==> src/rtl/controller_pkg.sv <==
// Shared controller constants: button count, code width and button index names.
// The game FSM decodes evt_code against the same button_e values.
package controller_pkg;

  localparam int unsigned N_BUTTONS = 12;
  localparam int unsigned CW        = $clog2(N_BUTTONS);

  typedef enum logic [CW-1:0] {
    BTN_UP     = 4'd0,
    BTN_DOWN   = 4'd1,
    BTN_LEFT   = 4'd2,
    BTN_RIGHT  = 4'd3,
    BTN_CENTER = 4'd4,
    BTN_ERASE  = 4'd5,
    BTN_UNDO   = 4'd6,
    BTN_HINT   = 4'd7,
    BTN_NEW    = 4'd8,
    BTN_CHECK  = 4'd9,
    BTN_MODE   = 4'd10,
    BTN_START  = 4'd11
  } button_e;

endpackage

==> src/rtl/sync_fifo_fwft.sv <==
// First-word-fallthrough FIFO with wrapping pointers and a separate occupancy counter.
module sync_fifo_fwft #(
  parameter int unsigned WIDTH = 4,
  parameter int unsigned DEPTH = 4
) (
  input  logic                       clk,
  input  logic                       reset,
  input  logic                       clear,
  input  logic                       push,
  input  logic                       pop,
  input  logic [WIDTH-1:0]           din,
  output logic [WIDTH-1:0]           dout,
  output logic                       empty,
  output logic                       full,
  output logic [$clog2(DEPTH+1)-1:0] level
);

  localparam int unsigned AW = $clog2(DEPTH);
  localparam int unsigned LW = $clog2(DEPTH+1);

  logic [WIDTH-1:0] mem [DEPTH];
  logic [AW-1:0]    wr_ptr;
  logic [AW-1:0]    rd_ptr;
  logic             push_en;
  logic             pop_en;

  assign empty   = (level == '0);
  assign full    = (level == LW'(DEPTH));
  assign dout    = mem[rd_ptr];
  assign pop_en  = pop && !empty;
  // A full FIFO still accepts a write when the head leaves in the same cycle.
  assign push_en = push && (!full || pop_en);

  always_ff @(posedge clk or posedge reset) begin
    if (reset) begin
      for (int unsigned i = 0; i < DEPTH; i++) mem[i] <= '0;
      wr_ptr <= '0;
      rd_ptr <= '0;
      level  <= '0;
    end else if (clear) begin
      wr_ptr <= '0;
      rd_ptr <= '0;
      level  <= '0;
    end else begin
      if (push_en) begin
        mem[wr_ptr] <= din;
        wr_ptr      <= wr_ptr + AW'(1);
      end
      if (pop_en) rd_ptr <= rd_ptr + AW'(1);
      if (push_en && !pop_en)      level <= level + LW'(1);
      else if (!push_en && pop_en) level <= level - LW'(1);
    end
  end

endmodule

==> src/rtl/button_event_queue.sv <==
// Serializes simultaneous button pulses into codes via a pending register and
// lowest-index-first grant, buffering them in a FWFT FIFO for the game FSM.
module button_event_queue
  import controller_pkg::*;
#(
  parameter int unsigned N_BUTTONS = controller_pkg::N_BUTTONS,
  parameter int unsigned DEPTH     = 4
) (
  input  logic                         clk,
  input  logic                         reset,
  input  logic [N_BUTTONS-1:0]         pulse_in,
  input  logic                         clear,
  output logic                         evt_valid,
  output logic [$clog2(N_BUTTONS)-1:0] evt_code,
  input  logic                         evt_ready,
  output logic                         evt_overflow,
  output logic [$clog2(DEPTH+1)-1:0]   level
);

  localparam int unsigned CODE_W = $clog2(N_BUTTONS);

  logic [N_BUTTONS-1:0] pend;
  logic [N_BUTTONS-1:0] grant;
  logic [CODE_W-1:0]    grant_idx;
  logic                 found;
  logic                 empty;
  logic                 full;
  logic                 pop;
  logic                 push;

  assign evt_valid = !empty;
  assign pop       = evt_valid && evt_ready;
  assign push      = (pend != '0) && (!full || pop);

  always_comb begin
    grant     = '0;
    grant_idx = '0;
    found     = 1'b0;
    for (int unsigned i = 0; i < N_BUTTONS; i++) begin
      if (pend[i] && !found) begin
        found     = 1'b1;
        grant_idx = CODE_W'(i);
        if (push) grant[i] = 1'b1;
      end
    end
  end

  // A repeat pulse on a bit that stays pending is merged away and flagged;
  // a pulse coinciding with that bit's grant re-arms it instead.
  always_ff @(posedge clk or posedge reset) begin
    if (reset) begin
      pend         <= '0;
      evt_overflow <= 1'b0;
    end else if (clear) begin
      pend         <= '0;
      evt_overflow <= 1'b0;
    end else begin
      pend <= (pend & ~grant) | pulse_in;
      if ((pulse_in & pend & ~grant) != '0) evt_overflow <= 1'b1;
    end
  end

  sync_fifo_fwft #(
    .WIDTH (CODE_W),
    .DEPTH (DEPTH)
  ) u_fifo (
    .clk   (clk),
    .reset (reset),
    .clear (clear),
    .push  (push),
    .pop   (pop),
    .din   (grant_idx),
    .dout  (evt_code),
    .empty (empty),
    .full  (full),
    .level (level)
  );

endmodule
==> config.mk <==
export PLATFORM = sky130hd
export DESIGN_NAME = button_event_queue
export DESIGN_NICKNAME = d
export VERILOG_FILES = /design/src/rtl/controller_pkg.sv /design/src/rtl/sync_fifo_fwft.sv /design/src/rtl/button_event_queue.sv
export SDC_FILE = /design/constraint.sdc
export NUM_CORES = 1
export LEC_CHECK = 0
export CAP_MARGIN = 5
export CORE_MARGIN = 2
export CORE_UTILIZATION = 55
export CTS_CLUSTER_DIAMETER = 30
export CTS_CLUSTER_SIZE = 30
export DETAILED_ROUTE_END_ITERATION = 10
export MAX_ROUTING_LAYER = met4
export PLACE_DENSITY = 0.8
export SLEW_MARGIN = 10
export SYNTH_ARGS = -nofsm -noshare
export SYNTH_HDL_FRONTEND = slang
export SYNTH_SLANG_ARGS = --single-unit
==> constraint.sdc <==
create_clock -name clk -period 3.8 [get_ports clk]
set_input_delay 0.38 -clock clk [delete_from_list [all_inputs] [get_ports clk]]
set_output_delay 0.38 -clock clk [all_outputs]
set_load 0.02 [all_outputs]
# After elaboration in Yosys (flattened, before gate mapping)
# Index checks and enable logic that the tools add are counted.
# W data, S select, Z words.
# totals
register_bits,36
in_bits,16
output_inout_bits,9
wordCells,119
# classes
addsub,4
magnitude_cmp,3
eq_ne,1
n_mux,51
bitwise,8
reduce_logical,43
# op_table
cell,count
$mux W4,13
$and A12 B12 Y12,3
$mux W1,27
$reduce_bool A12 Y1,2
$logic_and A1 B1 Y1,18
$bwmux W16,1
$logic_not A1 Y1,15
$mux W12,1
$not A12 Y12,1
$or A12 B12 Y12,1
$mux W3,3
$bmux W4 S2,1
$demux W4 S2,1
$mux W2,4
$ge A3 B3 Y1 const B,2
$not A2 Y3,2
$reduce_bool A2 Y1,3
$add A2 B1 Y2 const B,2
$add A3 B1 Y3 const B,1
$eq A3 B3 Y1 const B,1
$logic_not A3 Y1,1
$lt A3 B1 Y1 const B,1
$reduce_bool A3 Y1,1
$sub A3 B1 Y3 const B,1
3 further kinds,4

# Longest topological paths before layout
# Gate-level depths: netlist of the first run.
# depth
word_depth,39
depth_mapped,9
depth_no_buf,7

# Hierarchy
# A second synthesis of the first run with hierarchy kept.
# hier_totals
cells_unflattened,208
area_unflattened_um2,2204.6
# modules_own_cells
mod,instances,cells_each,area_each_um2,seq_area_each_um2
sync_fifo_fwft,1,101,1338.8,575.6
button_event_queue,1,107,865.8,325.3

# Worst setup path after synthesis of the first run
# OpenSTA, ideal clock, no wires.
# synth_path
path_type,flip-flop to flip-flop
start,register pend[0]
end,register u_fifo.level[2]
setup_time_ps,136
arrival_time_ps,2765
required_time_ps,3664
slack_ps,899
stages_incl_launch_ff,8
n_path_buf,0
period_less_slack_ps,2901
path_cell_list,dfrtp_1 -> or4_1 -> o41ai_4 -> nor2_1 -> fa_1 -> or3_1 -> a31oi_1 -> a21oi_1
# synth_between
elab_chain_len,6
word_cells_on_any_way,9
classes_between,2 x mux; 7 x reduce/logical
# synth_rtl
item,line_no,source
"start, declared",button_event_queue.sv:22,logic [N_BUTTONS-1:0] pend;
"start signal, assigned",button_event_queue.sv:58,pend <= (pend & ~grant) | pulse_in;
$reduce_bool A12 Y1 (*),button_event_queue.sv:33,assign push = (pend != '0) && (!full || pop);
$logic_and A1 B1 Y1 (*),button_event_queue.sv:33,
$logic_and A1 B1 Y1 (*),sync_fifo_fwft.sv:32,assign push_en = push && (!full || pop_en);
$logic_and A1 B1 Y1 / $logic_not A1 Y1 (equally long branches),"sync_fifo_fwft.sv:50, sync_fifo_fwft.sv:51",
$mux W3 / $logic_and A1 B1 Y1 (equally long branches),"sync_fifo_fwft.sv:50, sync_fifo_fwft.sv:51",
$mux W3 / $reduce_bool A3 Y1 (equally long branches),n/a,
"end signal, assigned",sync_fifo_fwft.sv:50,if (push_en && !pop_en) level <= level + LW'(1);
"end signal, assigned",sync_fifo_fwft.sv:51,else if (!push_en && pop_en) level <= level - LW'(1);
"end, declared",sync_fifo_fwft.sv:15,output logic [$clog2(DEPTH+1)-1:0] level
# Mark *: on every way between the ends. The rest lies on a longest branch, timed or not.
# A chain may end at the register's enable or synchronous reset.

# Worst setup path in the final report of the first run
# layout_path
start,register pend[1]
end,register u_fifo.level[2]
# Same word-level chain as after synthesis.

==> results.md, run 1 <==
* Total power per unit cell area at approximately 630 mW/mm^2
* Crit start category: register
* First-pass GRT wire length at about 7400 um
* Sequential area share after synthesis at between 40% and 50%
* Synthesized area per cell at slightly above 10 sq um
* Final Power at roughly 1600 uW
* Clk_skew at around 0.0078 ns
* Final antenna diode count at 0
* Mapped Nets at 223
* CP Max Fanout at 8
* Nets@finish at around 250
* Share of layout cells above drive strength 1 at a little under a fifth
* Post-route setup TNS at 0 ns
* Post-Synthesis Cell Area at around 0.0021 sq mm
* Die area at 0.00430 sq mm
* Final period utilization at about 83%
* Outcome: completed
* Synth Warn # at 0
* Yosys top cell area share at a little over two fifths
* First-pass DRT Iterations at 4
* Pin count of the biggest net entering global routing at 37
* Synth cell count leaders: dfrtp_1, a21oi_1, mux2_2, nor2_1, inv_1
* Post-Syn Instances at just over 200
* Initial antenna violation count at 0
* Initial detailed-routing violation count at between 100 and 150
* Final min period at 3.15 ns
* Die width at about 66 um
* P&R area growth vs syn at 20.8%
* Synth top area cells: dfrtp_1, mux2_2, a21oi_1
* Hold Crit Class: in -> async
* Vias at roughly 1600
* Worst-skew pair later-pin latency at ~0.3 ns
* WL final at 4260 um
* Final hold violations at 0
* RSZ-0062 raised after global routing: no
* Initial core utilization at 56.9%
* EDFF count, synth at 0
* Htree depth at 2
* GRT Util Overall at between 20% and 30%
* Critical path class: reg -> reg
* Vias in the first global route at 1582
* Crit end category: register
* Post-route cell area at roughly 0.0025 sq mm
* Share of flip-flops with an asynchronous set or reset at 100%
* Peak supply drop at approximately 0.00043 V
* Post-CTS Resized at 0
* Die Span Y at around 66 um
* Final GP Congestion at ~1
* Max-cap violations at 0
* CTS tree: yes
* CTS Hold Buffers Added at 0
* Synth Flop Type: dfrtp_1
* Worst slew pin tran at around 0.86 ns
* Core box area at 0.00366 sq mm
* Number of remaining DRC errors at 0
* Crit-path slowest cell: or4_1
* WP data required at about 4 ns
* Post-CTS Setup Inserts at 0
* Rel. slew slack at 42.5%
* Final setup fails at 0
* CP Cell Sequence: or4_1 > o41ai_4 > nor2_1 > fa_1 > or3_1 > a31oi_1 > a21oi_1
* Slowest stage delay, CP at around 0.66 ns
* Max-slew violation total from the final report at 0
* Final ANT Viol Nets at 0
* Fmax at ~0.32 GHz
* Vias/cell at ~5.9
* Worst EP arrival at around 3.3 ns
* Global route overflow at 0
* Number of port buffers at 24
* Row count at 22
* Most common cell in the netlist: dfrtp_1
* Placed inst area at 0.00236 sq mm
* Clock root cell: clkbuf_8
* Wire length per cell at between 15 and 20 um
* Top-level I/O count at 25
* Num CTS Buffers at 5
* LEAKAGE at 0.00111 uW
* CTS Buffer Depth at 2
* Clock sinks at 36
* Detailed Place HPWL at between 3000 and 4000 um
* Largest area contributor in the netlist: dfrtp_1
* Clock slew at reported path FFs at 0.08 ns
* Synth unique cells at 46
* Seq cells post-synth at 36
==> metrics by stage <==
stage / hold slack, ns / utilization, % / setup slack, ns / instances
after floorplan: 0.474 / - / 0.899 / 202
after global placement: 0.482 / 64.5 / 0.579 / 267
after detailed placement: 0.493 / 64.5 / 0.542 / 267
after CTS: 0.511 / 68.8 / 0.653 / 275
after global routing: 0.526 / 68.8 / 0.415 / 275
final: 0.491 / 68.8 / 0.651 / 275
==> power breakdown <==
part | internal [uW] | switching [uW] | total (uW)
clock | 328 | 143 | 471
combinational | 288 | 257 | 545
sequential | 483 | 92.9 | 576
total | 1100 | 493 | 1590
==> critical path, delay by kind of cell, from the launching register on <==
kind,cells,cell delay [ns]
simple gates,3,1.17
compound gates,3,0.91
flops,1,0.45
fa+ha+maj,1,0.44
==> state kept, by name (all words and copies together) (netlist names) <==
signal and flops:
evt_overflow 1, pend 12, u_fifo.level 3, u_fifo.mem 16, u_fifo.rd_ptr 2, u_fifo.wr_ptr 2
==> path summary, 6_finish.rpt <==
kind | startpoint | endpoint | slack, ns | depth (start not counted)
setup / recovery | pend[1] | u_fifo.level[2] | 0.65 | 7
hold / removal | reset | u_fifo.mem[15] | 0.49 | 3
setup reg to reg | pend[1] | u_fifo.level[2] | 0.65 | 7
hold reg to reg | u_fifo.mem[10] | u_fifo.mem[10] | 0.51 | 1
max in group asynchronous | reset | pend[10] | 2.98 | 3
min in group clk | u_fifo.mem[10] | u_fifo.mem[10] | 0.51 | 1
==> routing by layer <==
metal | track usage [%] | vias up | routed length (um)
li1 | - | 787 | -
met1 | 29.0 | 804 | 1880
met2 | 38.3 | 36 | 2150
met3 | 6.68 | 8 | 168
met4 | 7.29 | 0 | 63
met5 | - | - | 0
==> cells in the final DEF (no fill, tap or decap), types with 4 or more instances in the layout <==
cell type | Yosys | routed
o21ai_0 | 10 | 10
clkbuf_8 | 0 | 5
clkdlybuf4s50_1 | 0 | 24
dfrtp_1 | 36 | 36
nand3_1 | 8 | 8
nand2_4 | 4 | 4
nand2_1 | 8 | 8
inv_1 | 14 | 14
mux2_2 | 16 | 16
ha_1 | 4 | 4
nor2_1 | 16 | 16
or3_1 | 6 | 6
mux4_2 | 4 | 4
a31oi_1 | 4 | 4
a21oi_1 | 20 | 20
==> cell type report <==
cell class | count | area [sq um]
Clock buffer | 5 | 68.8
Multi-Input combinational cell | 144 | 1100
Clock inverter | 3 | 90.1
Inverter | 14 | 52.6
Fill cell | 290 | 1140
Tap cell | 48 | 60.1
Timing Repair Buffer | 25 | 248
Sequential cell | 36 | 901
==> cell families (layout without fill, tap and decap cells) <==
kind of cell    Yosys count  after routing  synth area share, %
compound gates           52             52                 16.8
xor+xnor                  4              4                 1.68
fa+ha+maj                 5              5                 3.36
buf+inv                  22             47                 4.08
flops                    36             36                 43.2
mux                      21             21                 13.4
simple gates             62             62                 17.4
Power figures use the tool's default switching activity.
==> inputs of run 2 (changes only) <==
==> constraint.sdc (replaced) <==
create_clock -name clk -period 3.1 [get_ports clk]
set_input_delay 0.31 -clock clk [delete_from_list [all_inputs] [get_ports clk]]
set_output_delay 0.31 -clock clk [all_outputs]
set_load 0.02 [all_outputs]
==> run 2 against run 1 <==
Effect of this change:
- hold slack got worse by 0.040 ns
- flip-flop and latch count is the same
- cell area rose by 2.6%
- highest routed layer unchanged
- worst setup slack worse by 0.39 ns
- non-clock buffer count up 15
- critical path type unchanged
- critical endpoint unchanged
- power up 14%
- largest cell class unchanged
- routed wire length grew 5.2%
- die area stayed put
==> results.md, run 2 (synthesis gave the netlist of run 1 again) <==
* Final setup fails at 0 (unchanged)
* Clock slew at reported path FFs at 0.08 ns (about the same)
* Row count at 22 (unchanged)
* Core box area at 0.00366 sq mm (unchanged)
* Area of the multi-input gates at 0.00110 sq mm (unchanged)
* DRT met1 WL at 1920 um (+2.0%)
* Max-slew violation total from the final report at 0 (unchanged)
* CP Max Fanout at 7 (-1)
* Reg area at 901 sq um (unchanged)
* Worst-skew pair later-pin latency at 0.29 ns (about the same)
* Die area at 0.00430 sq mm (unchanged)
* Global route overflow at 0 (unchanged)
* Reg-to-Reg Start: pend[8]
* Clock root cell: clkbuf_8
* Final period utilization at 91.5% (+8.6 points)
* WL final at 4480 um (+5.2%)
* Initial antenna violation count at 0 (unchanged)
* Worst EP arrival at 3.01 ns (-0.28 ns)
* Initial detailed-routing violation count at 94 (-15%)
* Clock Power Share at 22.4% (-7.2 points)
* First-pass DRT Iterations at 4 (unchanged)
* Layout fillers at 277 (-4.5%)
* Number of remaining DRC errors at 0 (unchanged)
* Placed inst area at 0.00245 sq mm (+3.8%)
* Htree depth at 2 (unchanged)
* Critical path class: reg -> reg
* Final Power at 1820 uW (+14%)
* Outcome: completed
* Vias at 1687 (+3.2%)
* Met2 WL post-DR at 2290 um (+6.9%)
* Pin count of the biggest net entering global routing at 22 (-41%)
* R2R depth at 7 (unchanged)
* DR top layer: met4
* Top Registers: u_fifo.mem x16, pend x12, u_fifo.level x3
* Hold WS at 0.451 ns (-0.0399 ns)
* Final ANT Viol Nets at 0 (unchanged)
* Fmax at 0.353 GHz (+11%)
* Crit. Startpoint: pend[8]
* Post-CTS Resized at 0 (unchanged)
* Vias/cell at 5.82 (-2.2%)
* Number of port buffers at 24 (unchanged)
* CTS Buffer Depth at 2 (unchanged)
* Final hold violations at 0 (unchanged)
* RSZ-0062 raised after global routing: no
* Max reg flops at 16 (unchanged)
* Hold Crit Class: in -> async
* P&R area growth vs syn at 23.9%
* Crit end category: register
* CTS Hold Buffers Added at 0 (unchanged)
* Crit start category: register
* Clk_skew at 0.00585 ns (-0.00192 ns)
* Max-cap violations at 0 (unchanged)
* Detailed Place HPWL at 3380 um (+10%)
* Post-route setup TNS at 0 ns (unchanged)
* Commonest non-fill, non-tap cells in the layout: dfrtp_1, clkdlybuf4s50_1, a21oi_1
* Sw power at 608 uW (+23%)
* Worst slew pin tran at 0.752 ns (-0.107 ns)
* Peak supply drop at 0.000357 V (-18%)
* Post-route cell area at 0.00258 sq mm (+2.6%)
* Total power per unit cell area at 705 mW/mm^2 (+12%)
* GRT Util Overall at 23.9% (+0.23 points)
* Die width at 65.6 um (unchanged)
* Wire length per cell at 15.5 um (-0.21%)
* Combinational Power Share at 39.9% (+5.7 points)
* Final min period at 2.84 ns (-0.313 ns)
* Commonest non-fill, non-tap cell in the layout: dfrtp_1
* Nets@finish at 262 (+6.1%)
* LEAKAGE at 0.00116 uW (+4.6%)
* Clock sinks at 36 (unchanged)
* Num CTS Buffers at 5 (unchanged)
* Most flops, register: u_fifo.mem
* Core Util, Final at 70.6% (+1.8 points)
* Initial core utilization at 56.9% (unchanged)
* Die Span Y at 65.6 um (unchanged)
* Met3 routed WL at 211 um (+26%)
* WP data required at 3.27 ns (-0.67 ns)
* Net Sw Frac at 33.4% (+2.4 points)
* Final antenna diode count at 0 (unchanged)
* Vias in the first global route at 1588 (+0.38%)
* CTS tree: yes
* Top-level I/O count at 25 (unchanged)
* Final GP Congestion at 0.894 (-8.8%)
* Internal power at 1210 uW (+10%)
* Share of layout cells above drive strength 1 at 23.6% (+5.1 points)
* First-pass GRT wire length at 7520 um (+2.3%)
* Rel. slew slack at 49.8% (+7.3 points)
* Sequential power share at 37.6% (+1.4 points)
## run 2: cell count changes in the layout (fill, tap and decap cells not counted)
cell        change
buf_4          +15
bufinv_16       -2
clkinv_2        +1
clkinvlp_4      +1
## run 2: final cells by class
class	instances	share of cell area (%)
clock buffer	5	2.66
clock inverter	3	1.65
inverter	14	2.03
multi-input combinational	144	42.5
sequential	36	34.9
tap	48	2.32
timing repair buffer	40	13.9
## run 2: stage by stage
step	cells	worst slack, ns
2_1_floorplan	202	0.199
3_3_place_gp	279	0.227
3_5_place_dp	279	0.146
4_1_cts	287	0.130
5_1_grt	290	0.145
6_report	290	0.264
## run 2: power by group through the flow
| stage | clock network, uW | logic [uW] | registers [uW] |
|---|---|---|---|
| detailed placement | 0 | 720 | 695 |
| CTS | 418 | 722 | 686 |
| global route | 443 | 798 | 701 |
| global placement | 0 | 701 | 684 |
| finish | 408 | 727 | 686 |
| floorplan | 0 | 476 | 687 |
## run 2: final timing paths
path | slack (ns) | endpoint
max in group asynchronous | 1.93 | u_fifo.level[0]
setup reg to reg | 0.26 | u_fifo.level[2]
hold reg to reg | 0.51 | u_fifo.mem[9]
min in group clk | 0.51 | u_fifo.mem[9]
hold / removal | 0.45 | u_fifo.mem[15]
setup / recovery | 0.26 | u_fifo.level[2]
## run 2: repair_timing
item | 4_1_cts | 5_1_grt
hold endpoints to repair | 0 | 0
setup buffers | 0 | 3
endpoints found under the setup margin | 0 | 1
## run 2: layer usage
| layer | global-route usage [%] | up-vias |
|---|---|---|
| met5 | - | - |
| met4 | 7.03 | 0 |
| met3 | 5.99 | 7 |
| met2 | 39.0 | 47 |
| met1 | 29.6 | 816 |
| li1 | - | 817 |
## run 2: critical path, stage by stage, from the launching register on
cell,delay [ns]
dfrtp_1,0.45
or4_1,0.62
o41ai_4,0.46
nor2_1,0.11
fa_1,0.43
or3_1,0.39
a31oi_1,0.18
a21oi_1,0.08
